[src/rtl/mgmt_data_channel_target.sv]
// LTPI management data-channel target: RX request -> local bus -> TX response.
// Optional local response timeout enabled by MGMT_DC_TARGET_TIMEOUT_EN.
package mgmt_dc_pkg;
    typedef struct packed {
        logic [7:0]  tag;
        logic [3:0]  command;
        logic [15:0] address;
        logic [3:0]  byte_en;
        logic [31:0] data;
        logic        operation_status;
    } Data_channel_payload_t;

    typedef enum logic [3:0] {
        link_detect_st,
        link_speed_st,
        advertise_st,
        configure_st,
        accept_st,
        operational_st,
        link_lost_st
    } link_state_t;

    localparam logic [3:0] CMD_READ     = 4'h0;
    localparam logic [3:0] CMD_WRITE    = 4'h1;
    localparam logic [3:0] CRC_ERROR    = 4'hE;
    localparam logic [3:0] FRAME_LENGTH = 4'd15;
endpackage

module mgmt_data_channel_target
    import mgmt_dc_pkg::*;
#(
    parameter int HOLD_FRAMES    = 2,
    parameter int TIMEOUT_CYCLES = 1024
) (
    input  logic                  clk,
    input  logic                  reset,
    input  Data_channel_payload_t payload_i,
    input  logic                  payload_i_valid,
    input  logic                  frm_crc_error,
    output logic                  req_valid,
    input  logic                  req_ready,
    output Data_channel_payload_t req_data_channel,
    input  logic                  res_valid,
    output logic                  res_ack,
    input  Data_channel_payload_t res_data_channel,
    output Data_channel_payload_t res_payload_o,
    output logic                  payload_o_valid,
    input  logic [3:0]            tx_frm_offset,
    input  link_state_t           local_link_state,
    input  logic                  data_channel_rst,
    output logic [7:0]            rx_drop_cnt
);
    typedef enum logic [2:0] {IDLE, REQ, WAIT_RES, TX_ALIGN, TX_HOLD} state_t;

    localparam logic [3:0] HOLD = 4'(HOLD_FRAMES);

    state_t                state;
    logic                  payload_i_valid_ff;
    logic                  frm_crc_error_ff;
    logic [3:0]            frm_cnt;
    logic [3:0]            offset_ff;
    Data_channel_payload_t resp;

    logic rx_new, link_up, boundary, bnd_edge;
    assign rx_new   = payload_i_valid & ~payload_i_valid_ff;
    assign link_up  = (local_link_state == operational_st);
    assign boundary = (tx_frm_offset == FRAME_LENGTH);
    assign bnd_edge = boundary & (offset_ff != FRAME_LENGTH);

`ifdef MGMT_DC_TARGET_TIMEOUT_EN
    localparam int TW = $clog2(TIMEOUT_CYCLES + 1);
    logic [TW-1:0]         to_cnt;
    logic                  to_hit;
    Data_channel_payload_t to_resp;
    assign to_hit = (to_cnt == TW'(TIMEOUT_CYCLES - 1));
    always_comb begin
        to_resp                  = req_data_channel;
        to_resp.data             = '0;
        to_resp.operation_status = 1'b1;
    end
`endif

    always_ff @(posedge clk) begin
        if (!reset || data_channel_rst) begin
            state              <= IDLE;
            req_valid          <= 1'b0;
            req_data_channel   <= '0;
            res_ack            <= 1'b0;
            res_payload_o      <= '0;
            payload_o_valid    <= 1'b0;
            rx_drop_cnt        <= '0;
            payload_i_valid_ff <= 1'b0;
            frm_crc_error_ff   <= 1'b0;
            frm_cnt            <= '0;
            offset_ff          <= '0;
            resp               <= '0;
`ifdef MGMT_DC_TARGET_TIMEOUT_EN
            to_cnt             <= '0;
`endif
        end else begin
            payload_i_valid_ff <= payload_i_valid;
            frm_crc_error_ff   <= frm_crc_error;
            offset_ff          <= tx_frm_offset;
            res_ack            <= 1'b0;
            if (!link_up) begin
                state           <= IDLE;
                req_valid       <= 1'b0;
                payload_o_valid <= 1'b0;
                res_payload_o   <= '0;
            end else begin
                if (rx_new && state != IDLE && rx_drop_cnt != 8'hFF)
                    rx_drop_cnt <= rx_drop_cnt + 8'd1;
`ifdef MGMT_DC_TARGET_TIMEOUT_EN
                if (state == REQ || state == WAIT_RES)
                    to_cnt <= to_cnt + TW'(1);
`endif
                unique case (state)
                    IDLE: begin
                        if (rx_new && !frm_crc_error_ff) begin
                            req_data_channel <= payload_i;
                            req_valid        <= 1'b1;
                            state            <= REQ;
`ifdef MGMT_DC_TARGET_TIMEOUT_EN
                            to_cnt           <= '0;
`endif
                        end else if (rx_new) begin
                            resp                  <= payload_i;
                            resp.command          <= CRC_ERROR;
                            resp.operation_status <= 1'b1;
                            state                 <= TX_ALIGN;
                        end
                    end
                    REQ: begin
                        if (req_ready) begin
                            req_valid <= 1'b0;
                            state     <= WAIT_RES;
                        end
`ifdef MGMT_DC_TARGET_TIMEOUT_EN
                        else if (to_hit) begin
                            req_valid <= 1'b0;
                            resp      <= to_resp;
                            state     <= TX_ALIGN;
                        end
`endif
                    end
                    WAIT_RES: begin
                        // Echo the request tag regardless of what the bus returns
                        if (res_valid) begin
                            resp     <= res_data_channel;
                            resp.tag <= req_data_channel.tag;
                            res_ack  <= 1'b1;
                            state    <= TX_ALIGN;
                        end
`ifdef MGMT_DC_TARGET_TIMEOUT_EN
                        else if (to_hit) begin
                            resp  <= to_resp;
                            state <= TX_ALIGN;
                        end
`endif
                    end
                    TX_ALIGN: begin
                        if (boundary) begin
                            payload_o_valid <= 1'b1;
                            res_payload_o   <= resp;
                            frm_cnt         <= '0;
                            state           <= TX_HOLD;
                        end
                    end
                    TX_HOLD: begin
                        if (bnd_edge) begin
                            frm_cnt <= frm_cnt + 4'd1;
                            if (frm_cnt + 4'd1 == HOLD) begin
                                payload_o_valid <= 1'b0;
                                res_payload_o   <= '0;
                                state           <= IDLE;
                            end
                        end
                    end
                    default: state <= IDLE;
                endcase
            end
        end
    end
endmodule

[config.mk]
export PLATFORM = sky130hd
export DESIGN_NAME = mgmt_data_channel_target
export DESIGN_NICKNAME = d
export VERILOG_FILES = /design/src/rtl/mgmt_data_channel_target.sv
export SDC_FILE = /design/constraint.sdc
export NUM_CORES = 1
export LEC_CHECK = 0
export BUFFER_PORTS_ARGS = -buffer_cell sky130_fd_sc_hd__buf_2
export CAP_MARGIN = 20
export CORE_MARGIN = 1.5
export CORE_UTILIZATION = 55
export DETAILED_ROUTE_END_ITERATION = 6
export GPL_TIMING_DRIVEN = 1
export HOLD_SLACK_MARGIN = 0.03
export PLACE_DENSITY = 0.85
export RECOVER_POWER = 25
export SYNTH_ARGS = -nofsm -noshare
export SYNTH_HDL_FRONTEND = slang
export SYNTH_SLANG_ARGS = --single-unit
[constraint.sdc]
create_clock -name clk -period 4.24 [get_ports clk]
set_clock_uncertainty 0.15 [all_clocks]
set_input_delay 0.212 -clock clk [delete_from_list [all_inputs] [get_ports clk]]
set_output_delay 0.212 -clock clk [all_outputs]
set_load 0.02 [all_outputs]
==> results.sh, run 1 <==
export IMPL_status="completed"
export IMPL_wl_met2_um=15600
export IMPL_cts_made_buffers=23
export IMPL_grt_max_degree=85
export IMPL_die_h_um=132
export IMPL_maxSlewViolCount=0
export IMPL_clk_pin_slew_worst_paths_ps=60
export IMPL_cp_end_kind="register"
export IMPL_drc=0
export IMPL_track_usage_pct=35.0
export IMPL_cts_root_buffer="clkbuf_16"
export IMPL_row_count=46
export IMPL_yosys_top_cells_area="dfxtp_1, nand2_1, a311oi_2"
export IMPL_fin_setup_tns_ps=0
export IMPL_worstMarginPinSlew_ps=996
export IMPL_crit_path_max_fanout=37
export IMPL_arrival_ps=3610
export IMPL_viasPerCell=6.00
export IMPL_initial_utilization_pct=56.8
export IMPL_core_area_um2=16100
export IMPL_path_cells="or4b_4, o211a_2, and2_4, buf_4, a311oi_2, dlygate4sd3_1"
export IMPL_nNetsFinal=1519
export IMPL_htree_levels=1
export IMPL_period_needed_ps=3370
export IMPL_syn_nets=1161
export IMPL_slew_limit_headroom_pct=33.4
export IMPL_wl_um=31900
export IMPL_die_x_um=132
export IMPL_hp_class="in2reg"
export IMPL_grt_pass1_wl_um=49700
export IMPL_synth_top_family_by_area="compound AO/OA/AOI/OAI gates"
export IMPL_ff2ff_setup_slack_ps=870
export IMPL_syn_area_per_cell_um2=9.00
export IMPL_syn_area_um2=9120
export IMPL_synthXorXnorAreaFrac_pct=0
export IMPL_drive_gt1_share_pct=23.5
export IMPL_dp_cells=1428
export IMPL_place_detailed_hpwl_um=16100
export IMPL_max_vdd_ir_drop_uv=296
export IMPL_critPathTopFamily="buffers and inverters"
export IMPL_firstDrtPassIters=5
export IMPL_worst_path_buf_inv=2
export IMPL_synthSimpleGateAreaFrac_pct=18.9
export IMPL_synthToLayoutAreaGrowth_pct=38.3
export IMPL_yosysTopAreaCell="dfxtp_1"
export IMPL_synthCells=1013
export IMPL_top_layer_used="met4"
export IMPL_p_per_area_nw_per_um2=365
export IMPL_cts_sinks=219
export IMPL_grt_pass1_vias=9580
export IMPL_synth_edf_count=0
export IMPL_vias=9624
export IMPL_fmax_mhz=296
export IMPL_gp_congestion=0.858
export IMPL_fin_util_pct=78.5
export IMPL_yosysTopAreaCellShare_pct=48.1
export IMPL_antenna_found_initial=1
export IMPL_synthMostInstantiatedCell="nand2_1"
export IMPL_wl_per_cell_um=19.9
export IMPL_ant_nets=0
export IMPL_ys_top_cells_by_count="nand2_1, dfxtp_1, a21oi_1"
export IMPL_io_buffers=277
export IMPL_ys_seq_elements=219
export IMPL_slowest_stage="dfxtp_1"
export IMPL_m1WireLength_um=11700
export IMPL_synth_cell_types=48
export IMPL_dieArea_um2=17400
export IMPL_overflow=0
export IMPL_io_pins=286
export IMPL_hold_viol_final=0
export IMPL_ys_flop_type="dfxtp_1"
export IMPL_cts_path_max_buffers=3
export IMPL_postCtsSetupRepairBufs=0
export IMPL_p_leak_uw=0.00478
export IMPL_setup_viol=0
export IMPL_rsz0062_at_grt="no"
export IMPL_async_flop_share_pct=0
export IMPL_drv_cap=0
export IMPL_drt_iter0_drc=887
export IMPL_critPathLaunchType="register"
export IMPL_clk_latency_ps=500
export IMPL_max_stage_delay_ps=670
export IMPL_ys_warnings_count=0
export IMPL_power_uw=4610
export IMPL_synthMuxAreaShare_pct=7.36
export IMPL_critical_path_class="reg2reg"
export IMPL_met3WireLength_um=2700
export IMPL_ys_seq_area_share_pct=48.1
export IMPL_synth_compound_area_share_pct=20.3
export IMPL_yosys_area_share_adder_pct=0.412
export IMPL_cts_tree="yes"
export IMPL_post_route_period_util_pct=79.6
export IMPL_crit_required_ps=4470
export IMPL_finalNonFillerCells=1605
## tightest hold or removal path, delay by kind of cell
kind          cells  cell delay, ps
buf+inv           1              80
mux               1              50
simple gates      2             300
## path summary, 6_finish.rpt
path | start | depth (start not counted) | end
worst max-delay path | state[1]$_SDFFE_PP0P_ | 6 | resp[40]$_SDFFE_PP0P_
worst min-delay path | data_channel_rst | 4 | rx_drop_cnt[5]$_SDFFE_PP0P_
worst min register to register | req_data_channel[53]$_SDFFE_PP0P_ | 2 | req_data_channel[53]$_SDFFE_PP0P_
worst max register to register | state[1]$_SDFFE_PP0P_ | 6 | resp[40]$_SDFFE_PP0P_
## per-stage QoR
| stage | hold WS (ps) | cell area, um2 | setup slack [ps] |
|---|---|---|---|
| after floorplan | 184 | 9120 | 2230 |
| after global placement | 284 | 10500 | 1650 |
| after detailed placement | 283 | 10500 | 1550 |
| after CTS | 40.2 | 12700 | 1020 |
| after global routing | 106 | 12600 | 797 |
| final | 50.3 | 12600 | 867 |
## cell type report
type | instances | area (um2)
Tap cell | 216 | 270
Clock inverter | 9 | 153
Antenna cell | 1 | 2.50
Timing Repair Buffer | 424 | 2750
Fill cell | 986 | 3450
Clock buffer | 33 | 703
Sequential cell | 219 | 4380
Multi-Input combinational cell | 697 | 4320
Inverter | 6 | 22.5
## sequential cells by signal (all words and copies together) (netlist names)
name and cells:
payload_i_valid_ff 1, resp 65, req_data_channel 65, frm_cnt 4, res_payload_o 65, res_ack 1, state 3, payload_o_valid 1
frm_crc_error_ff 1, req_valid 1, offset_ff 4, rx_drop_cnt 8
## placed cells by master, fill, tap and decap left out, types with 3 or more instances in the layout
cell and instances:
nor2_1 11, nand2_1 258, a21oi_1 140, buf_2 192, a311oi_1 4, o21ai_0 6, and2_1 3, dlygate4sd3_1 132
buf_12 3, mux2i_1 67, clkinv_2 3, dfxtp_1 219, clkbuf_1 86, nand3_1 8, bufinv_16 4, nand2_2 3
clkbuf_16 23, and2_0 4, a311oi_2 56, nand4_1 5, o311ai_0 3, nor3_1 68, o211ai_1 4, buf_4 12
a211oi_2 4, o31ai_1 3, clkbuf_8 9, ha_1 3, inv_1 6, o41ai_1 4, or4_1 5
## metal layers
layer | up-vias | GRT usage [%]
met3 | 162 | 6.54
li1 | 4296 | -
met1 | 4507 | 40.5
met2 | 659 | 61.3
met4 | 0 | 19.0
met5 | - | 0
## what timing repair did
item / in CTS / in global routing
endpoints found under the hold margin: 140 / 0
hold buffers: 132 / 0
gates resized for setup: 0 / 0
## report_power, final
part           total (uW)  switching (uW)  internal, uW
sequential           2070            5.15          2070
clock                2230             833          1400
combinational         308             156           152
## logic make-up after synthesis
| logic type | Yosys count |
|---|---|
| compound gates | 235 |
| mux | 67 |
| buf+inv | 97 |
| fa+ha+maj | 3 |
| flops | 219 |
| simple gates | 392 |
Note: power is estimated with default switching activity, not from simulation.
==> inputs of run 2 (changes only) <==
ABC_AREA = 1   (was unset)
CORE_UTILIZATION = 51   (was 55)
PLACE_DENSITY = 0.8   (was 0.85)
clock period = 3.3 ns   (was 4.24 ns; I/O delays follow)
==> results.sh, run 2 <==
export IMPL_period_needed_ps=2690
export IMPL_synthMostInstantiatedCell="nand2_1"
export IMPL_fmax_mhz=372
export IMPL_row_count=48
export IMPL_setup_viol=0
export IMPL_reg_largest_list="req_data_channel (65), res_payload_o (65), resp (65)"
export IMPL_yosysTopAreaCell="dfxtp_1"
export IMPL_critPathMostFrequentCell="inv_1"
export IMPL_power_frac_clock_pct=45.5
export IMPL_htree_levels=1
export IMPL_io_pins=286
export IMPL_critPathTopFamily="simple AND/OR/NAND/NOR gates"
export IMPL_path_cells="nor2_2, nand3_1, nand2_1, inv_1, nand2_4, inv_1, o21ai_0, nor2_1, dlygate4sd3_1"
export IMPL_power_switching_uw=1250
export IMPL_crit_required_ps=3540
export IMPL_final_cell_mix="nand2_1, nor2_1, dfxtp_1"
export IMPL_hold_viol_final=0
export IMPL_max_stage_delay_ps=560
export IMPL_async_flop_share_pct=0
export IMPL_antenna_found_initial=0
export IMPL_dpl_instance_area_um2=10600
export IMPL_cts_path_max_buffers=3
export IMPL_worstMarginPinSlew_ps=855
export IMPL_critPathLaunchType="register"
export IMPL_combPwrFrac_pct=7.3
export IMPL_nNetsFinal=1826
export IMPL_post_route_period_util_pct=81.4
export IMPL_wl_um=30500
export IMPL_fillCellCount=1350
export IMPL_yosys_top_cells_area="dfxtp_1, nand2_1, nor2_1"
export IMPL_synth_edf_count=0
export IMPL_ys_flop_type="dfxtp_1"
export IMPL_syn_area_um2=9150
export IMPL_intPower_uw=4390
export IMPL_viasPerCell=5.30
export IMPL_die_x_um=137
export IMPL_synthCells=1308
export IMPL_swShare_pct=22.2
export IMPL_ant_nets=0
export IMPL_maxSlewViolCount=0
export IMPL_layout_commonest_cell="nand2_1"
export IMPL_wl_per_cell_um=15.9
export IMPL_rsz0062_at_grt="no"
export IMPL_cts_tree="yes"
export IMPL_worst_path_buf_inv=3
export IMPL_gp_congestion=0.845
export IMPL_syn_area_per_cell_um2=7.00
export IMPL_grt_pass1_vias=9881
export IMPL_p_per_area_nw_per_um2=448
export IMPL_hp_class="in2reg"
export IMPL_fin_setup_tns_ps=0
export IMPL_initial_utilization_pct=52.6
export IMPL_dieArea_um2=18800
export IMPL_num_antenna_cells=0
export IMPL_track_usage_pct=31.2
export IMPL_p_leak_uw=0.00515
export IMPL_drt_iter0_drc=751
export IMPL_io_buffers=277
export IMPL_p_seq_share_pct=47.2
export IMPL_core_area_um2=17400
export IMPL_ys_seq_area_share_pct=47.9
export IMPL_slew_limit_headroom_pct=43.0
export IMPL_place_detailed_hpwl_um=16400
export IMPL_ctsResizeCount=0
export IMPL_postCtsSetupRepairBufs=0
export IMPL_ys_seq_elements=219
export IMPL_cp_end_kind="register"
export IMPL_ys_top_cells_by_count="nand2_1, dfxtp_1, nor2_1"
export IMPL_cts_root_buffer="clkbuf_16"
export IMPL_cts_made_buffers=24
export IMPL_arrival_ps=2930
export IMPL_crit_path_max_fanout=69
export IMPL_overflow=0
export IMPL_slowest_stage="dlygate4sd3_1"
export IMPL_clk_pin_slew_worst_paths_ps=60
export IMPL_fin_area_um2=12600
export IMPL_vias=10200
export IMPL_max_vdd_ir_drop_uv=374
export IMPL_drive_gt1_share_pct=14.9
export IMPL_status="completed"
export IMPL_fin_util_pct=72.4
export IMPL_die_h_um=137
export IMPL_ys_warnings_count=0
export IMPL_drv_cap=0
export IMPL_clk_latency_ps=510
export IMPL_syn_nets=1456
export IMPL_hold_ws_ps=67.9
export IMPL_synth_cell_types=23
export IMPL_drc=0
export IMPL_grt_max_degree=85
export IMPL_grt_pass1_wl_um=47100
export IMPL_critical_path_class="reg2reg"
export IMPL_power_uw=5640
export IMPL_cts_sinks=219
export IMPL_yosysTopAreaCellShare_pct=47.9
export IMPL_synthToLayoutAreaGrowth_pct=37.7
export IMPL_firstDrtPassIters=5
[run 2: changes by cell type after synthesis, moves of 9 or more]
| cell | before | now |
|---|---|---|
| nand3_1 | 8 | 79 |
| nor3_1 | 68 | 8 |
| o21ai_0 | 6 | 121 |
| a311oi_2 | 56 | 0 |
| and2_1 | 9 | 0 |
| nand2_1 | 261 | 286 |
| nor2_1 | 12 | 219 |
| inv_1 | 6 | 94 |
| clkbuf_1 | 55 | 44 |
| o21ai_1 | 0 | 17 |
| mux2i_1 | 67 | 0 |
[run 2: cells by family (layout without fill, tap and decap cells)]
group / after synthesis / in the layout / share of synthesized area (%)
AND/OR/NAND/NOR: 607 / 607 / 26.5
XOR/XNOR: 6 / 6 / 0.574
flip-flops: 219 / 219 / 47.9
AO/OA/AOI/OAI: 285 / 285 / 15.7
adder cells (fa/ha/maj): 3 / 3 / 0.410
buffers and inverters: 188 / 572 / 8.90
[run 2: path summary, 6_finish.rpt]
path | from | end | slack, ps | cells after the start
hold / removal | reset | rx_drop_cnt[2]$_SDFFE_PP0P_ | 70 | 5
hold reg to reg | resp[23]$_SDFFE_PP0P_ | resp[23]$_SDFFE_PP0P_ | 300 | 2
setup reg to reg | state[2]$_SDFFE_PP0P_ | resp[53]$_SDFFE_PP0P_ | 610 | 9
setup / recovery | state[2]$_SDFFE_PP0P_ | resp[53]$_SDFFE_PP0P_ | 610 | 9
[run 2: worst register-to-register path: stages, from the launching register on]
cell and delay, ps:
dfxtp_1 360, nor2_2 250, nand3_1 110, nand2_1 100, inv_1 70, nand2_4 500, inv_1 230, o21ai_0 200
nor2_1 50, dlygate4sd3_1 560
[run 2: layer usage]
metal,global-route usage [%],part of all wire [%],up-vias
li1,-,-,4909
met1,37.2,40,4637
met2,53.3,48,493
met3,5.67,6.9,113
met4,16.8,4.9,0
met5,0,0,-
[run 2: layout make-up]
type / count / area, um2 / share of cell area (%)
sequential: 219 / 4380 / 34.8
multi-input combinational: 901 / 3960 / 31.4
clock inverter: 4 / 23.8 / 0.189
clock buffer: 36 / 727 / 5.77
inverter: 99 / 372 / 2.95
timing repair buffer: 433 / 2860 / 22.7
tap: 225 / 282 / 2.23
[run 2: timing repair]
action / in CTS / in global routing
setup endpoints to repair: 0 / 0
hold endpoints to repair: 145 / 0
hold buffers: 141 / 0
[run 2: power groups by stage]
| stage | Combinational [uW] | Sequential (uW) | Clock [uW] |
|---|---|---|---|
| after global routing | 448 | 2660 | 2700 |
| after global placement | 259 | 2720 | 0 |
| after floorplan | 128 | 2730 | 0 |
| after CTS | 392 | 2660 | 2580 |
| final | 411 | 2660 | 2570 |
| after detailed placement | 265 | 2720 | 0 |
[run 2: through the flow]
step,cells,worst slack (ps)
2_1_floorplan,1308,1500
6_report,1917,613
5_1_grt,1917,370
4_1_cts,1917,629
3_3_place_gp,1735,924
3_5_place_dp,1736,882
==> inputs of run 3 (changes only) <==
clock period = 2.6 ns   (was 3.3 ns; I/O delays follow)
==> results.sh, run 3 (same netlist as run 2, synthesis figures left out) <==
export IMPL_drv_cap=0
export IMPL_multi_input_area_um2=3980
export IMPL_met1_usage_pct=38.9
export IMPL_fillCellCount=1336
export IMPL_cts_sinks=219
export IMPL_core_area_um2=17400
export IMPL_worstHoldStart="reset"
export IMPL_fin_setup_tns_ps=0
export IMPL_ant_nets=0
export IMPL_wl_um=30200
export IMPL_grt_busiest_layer="met2"
export IMPL_post_route_period_util_pct=92.2
export IMPL_layout_commonest_cell="nand2_1"
export IMPL_timing_rr_start="state[2]$_SDFFE_PP0P_"
export IMPL_die_h_um=137
export IMPL_crit_start="local_link_state[2]"
export IMPL_place_detailed_hpwl_um=16200
export IMPL_hp_class="in2reg"
export IMPL_io_pins=286
export IMPL_num_antenna_cells=0
export IMPL_cts_tree="yes"
export IMPL_cts_made_buffers=23
export IMPL_status="completed"
export IMPL_critical_path_class="in2reg"
export IMPL_initial_utilization_pct=52.6
export IMPL_grt_util_met2_pct=51.5
export IMPL_rsz0062_at_grt="no"
export IMPL_antenna_found_initial=0
export IMPL_critPathLaunchType="primary input"
export IMPL_r2r_cells=9
export IMPL_nNetsFinal=1826
export IMPL_slew_limit_headroom_pct=45.2
export IMPL_reg_largest_list="req_data_channel (65), res_payload_o (65), resp (65)"
export IMPL_final_cell_mix="nand2_1, dfxtp_1, nor2_1"
export IMPL_drive_gt1_share_pct=15.2
export IMPL_max_stage_delay_ps=580
export IMPL_max_vdd_ir_drop_uv=554
export IMPL_worst_path_buf_inv=4
export IMPL_clk_pin_slew_worst_paths_ps=60
export IMPL_arrival_ps=2640
export IMPL_track_usage_pct=30.7
export IMPL_path_cells="dlygate4sd3_1, buf_2, nand2_1, nor3_2, nand2_1, nor2_2, nand2_8, inv_1, nand2_1, o21ai_0, nor2_1, dlygate4sd3_1"
export IMPL_wl_per_cell_um=15.7
export IMPL_slowest_stage="dlygate4sd3_1"
export IMPL_crit_required_ps=2840
export IMPL_die_x_um=137
export IMPL_io_buffers=277
export IMPL_drc=0
export IMPL_p_leak_uw=0.00516
export IMPL_p_per_area_nw_per_um2=575
export IMPL_critPathMostFrequentCell="nand2_1"
export IMPL_period_needed_ps=2400
export IMPL_htree_levels=1
export IMPL_vias=10200
export IMPL_cts_root_buffer="clkbuf_16"
export IMPL_maxSlewViolCount=0
export IMPL_whs_path_depth=5
export IMPL_viasPerCell=5.31
export IMPL_cp_end_kind="register"
export IMPL_synthToLayoutAreaGrowth_pct=38.2
export IMPL_drt_iter0_drc=788
export IMPL_worstMarginPinSlew_ps=822
export IMPL_hold_viol_final=0
export IMPL_postCtsSetupRepairBufs=0
export IMPL_grt_pass1_wl_um=46300
export IMPL_overflow=0
export IMPL_grt_max_degree=135
export IMPL_power_uw=7270
export IMPL_clk_latency_ps=500
export IMPL_met3_usage_pct=4.85
export IMPL_critPathTopFamily="buffers and inverters"
export IMPL_cts_path_max_buffers=3
export IMPL_setup_viol=0
export IMPL_crit_path_max_fanout=40
export IMPL_gp_congestion=0.828
export IMPL_path_depth=12
export IMPL_fmax_mhz=417
export IMPL_grt_pass1_vias=9381
export IMPL_regArea_um2=4380
export IMPL_row_count=48
export IMPL_dieArea_um2=18800
export IMPL_firstDrtPassIters=5
## run 3: final cells by class
| class | instances | share of cell area (%) |
|---|---|---|
| timing repair buffer | 434 | 22.6 |
| clock buffer | 30 | 5.00 |
| clock inverter | 12 | 1.14 |
| sequential | 219 | 34.7 |
| tap | 225 | 2.23 |
| inverter | 99 | 2.95 |
| multi-input combinational | 901 | 31.5 |
## run 3: final timing paths
kind	to	slack [ps]
setup / recovery	resp[53]$_SDFFE_PP0P_	200
hold reg to reg	resp[39]$_SDFFE_PP0P_	300
setup reg to reg	resp[53]$_SDFFE_PP0P_	200
hold / removal	rx_drop_cnt[2]$_SDFFE_PP0P_	90
## run 3: timing repair
| item | in CTS | in global routing |
|---|---|---|
| gates resized for setup | 0 | 5 |
| hold buffers | 141 | 0 |
| hold endpoints to repair | 147 | 0 |
| endpoints found under the setup margin | 0 | 1 |
## run 3: power breakdown
group | switching, uW | internal (uW)
Clock | 1350 | 2020
Combinational | 243 | 277
Sequential | 6.83 | 3370
Total | 1600 | 5670
## run 3: tightest hold or removal path, stage by stage
cell and delay (ps):
buf_2 80, inv_1 50, nor2_4 120, inv_2 160, a21oi_1 150
## run 3: metrics by stage
stage	utilization, %	cells	hold slack, ps	setup WS [ps]	cell area [um2]
after floorplan	-	1308	69.4	804	9150
after global placement	60.6	1737	192	403	10600
after detailed placement	60.6	1737	191	376	10600
after CTS	73.1	1920	60.6	72.0	12700
after global routing	72.6	1920	109	67.1	12600
final	72.6	1920	90.7	203	12600
## run 3: routing by layer
metal	vias up	part of all wire, %
li1	4910	-
met1	4632	40
met2	537	47
met3	119	7.5
met4	0	4.7
met5	-	0
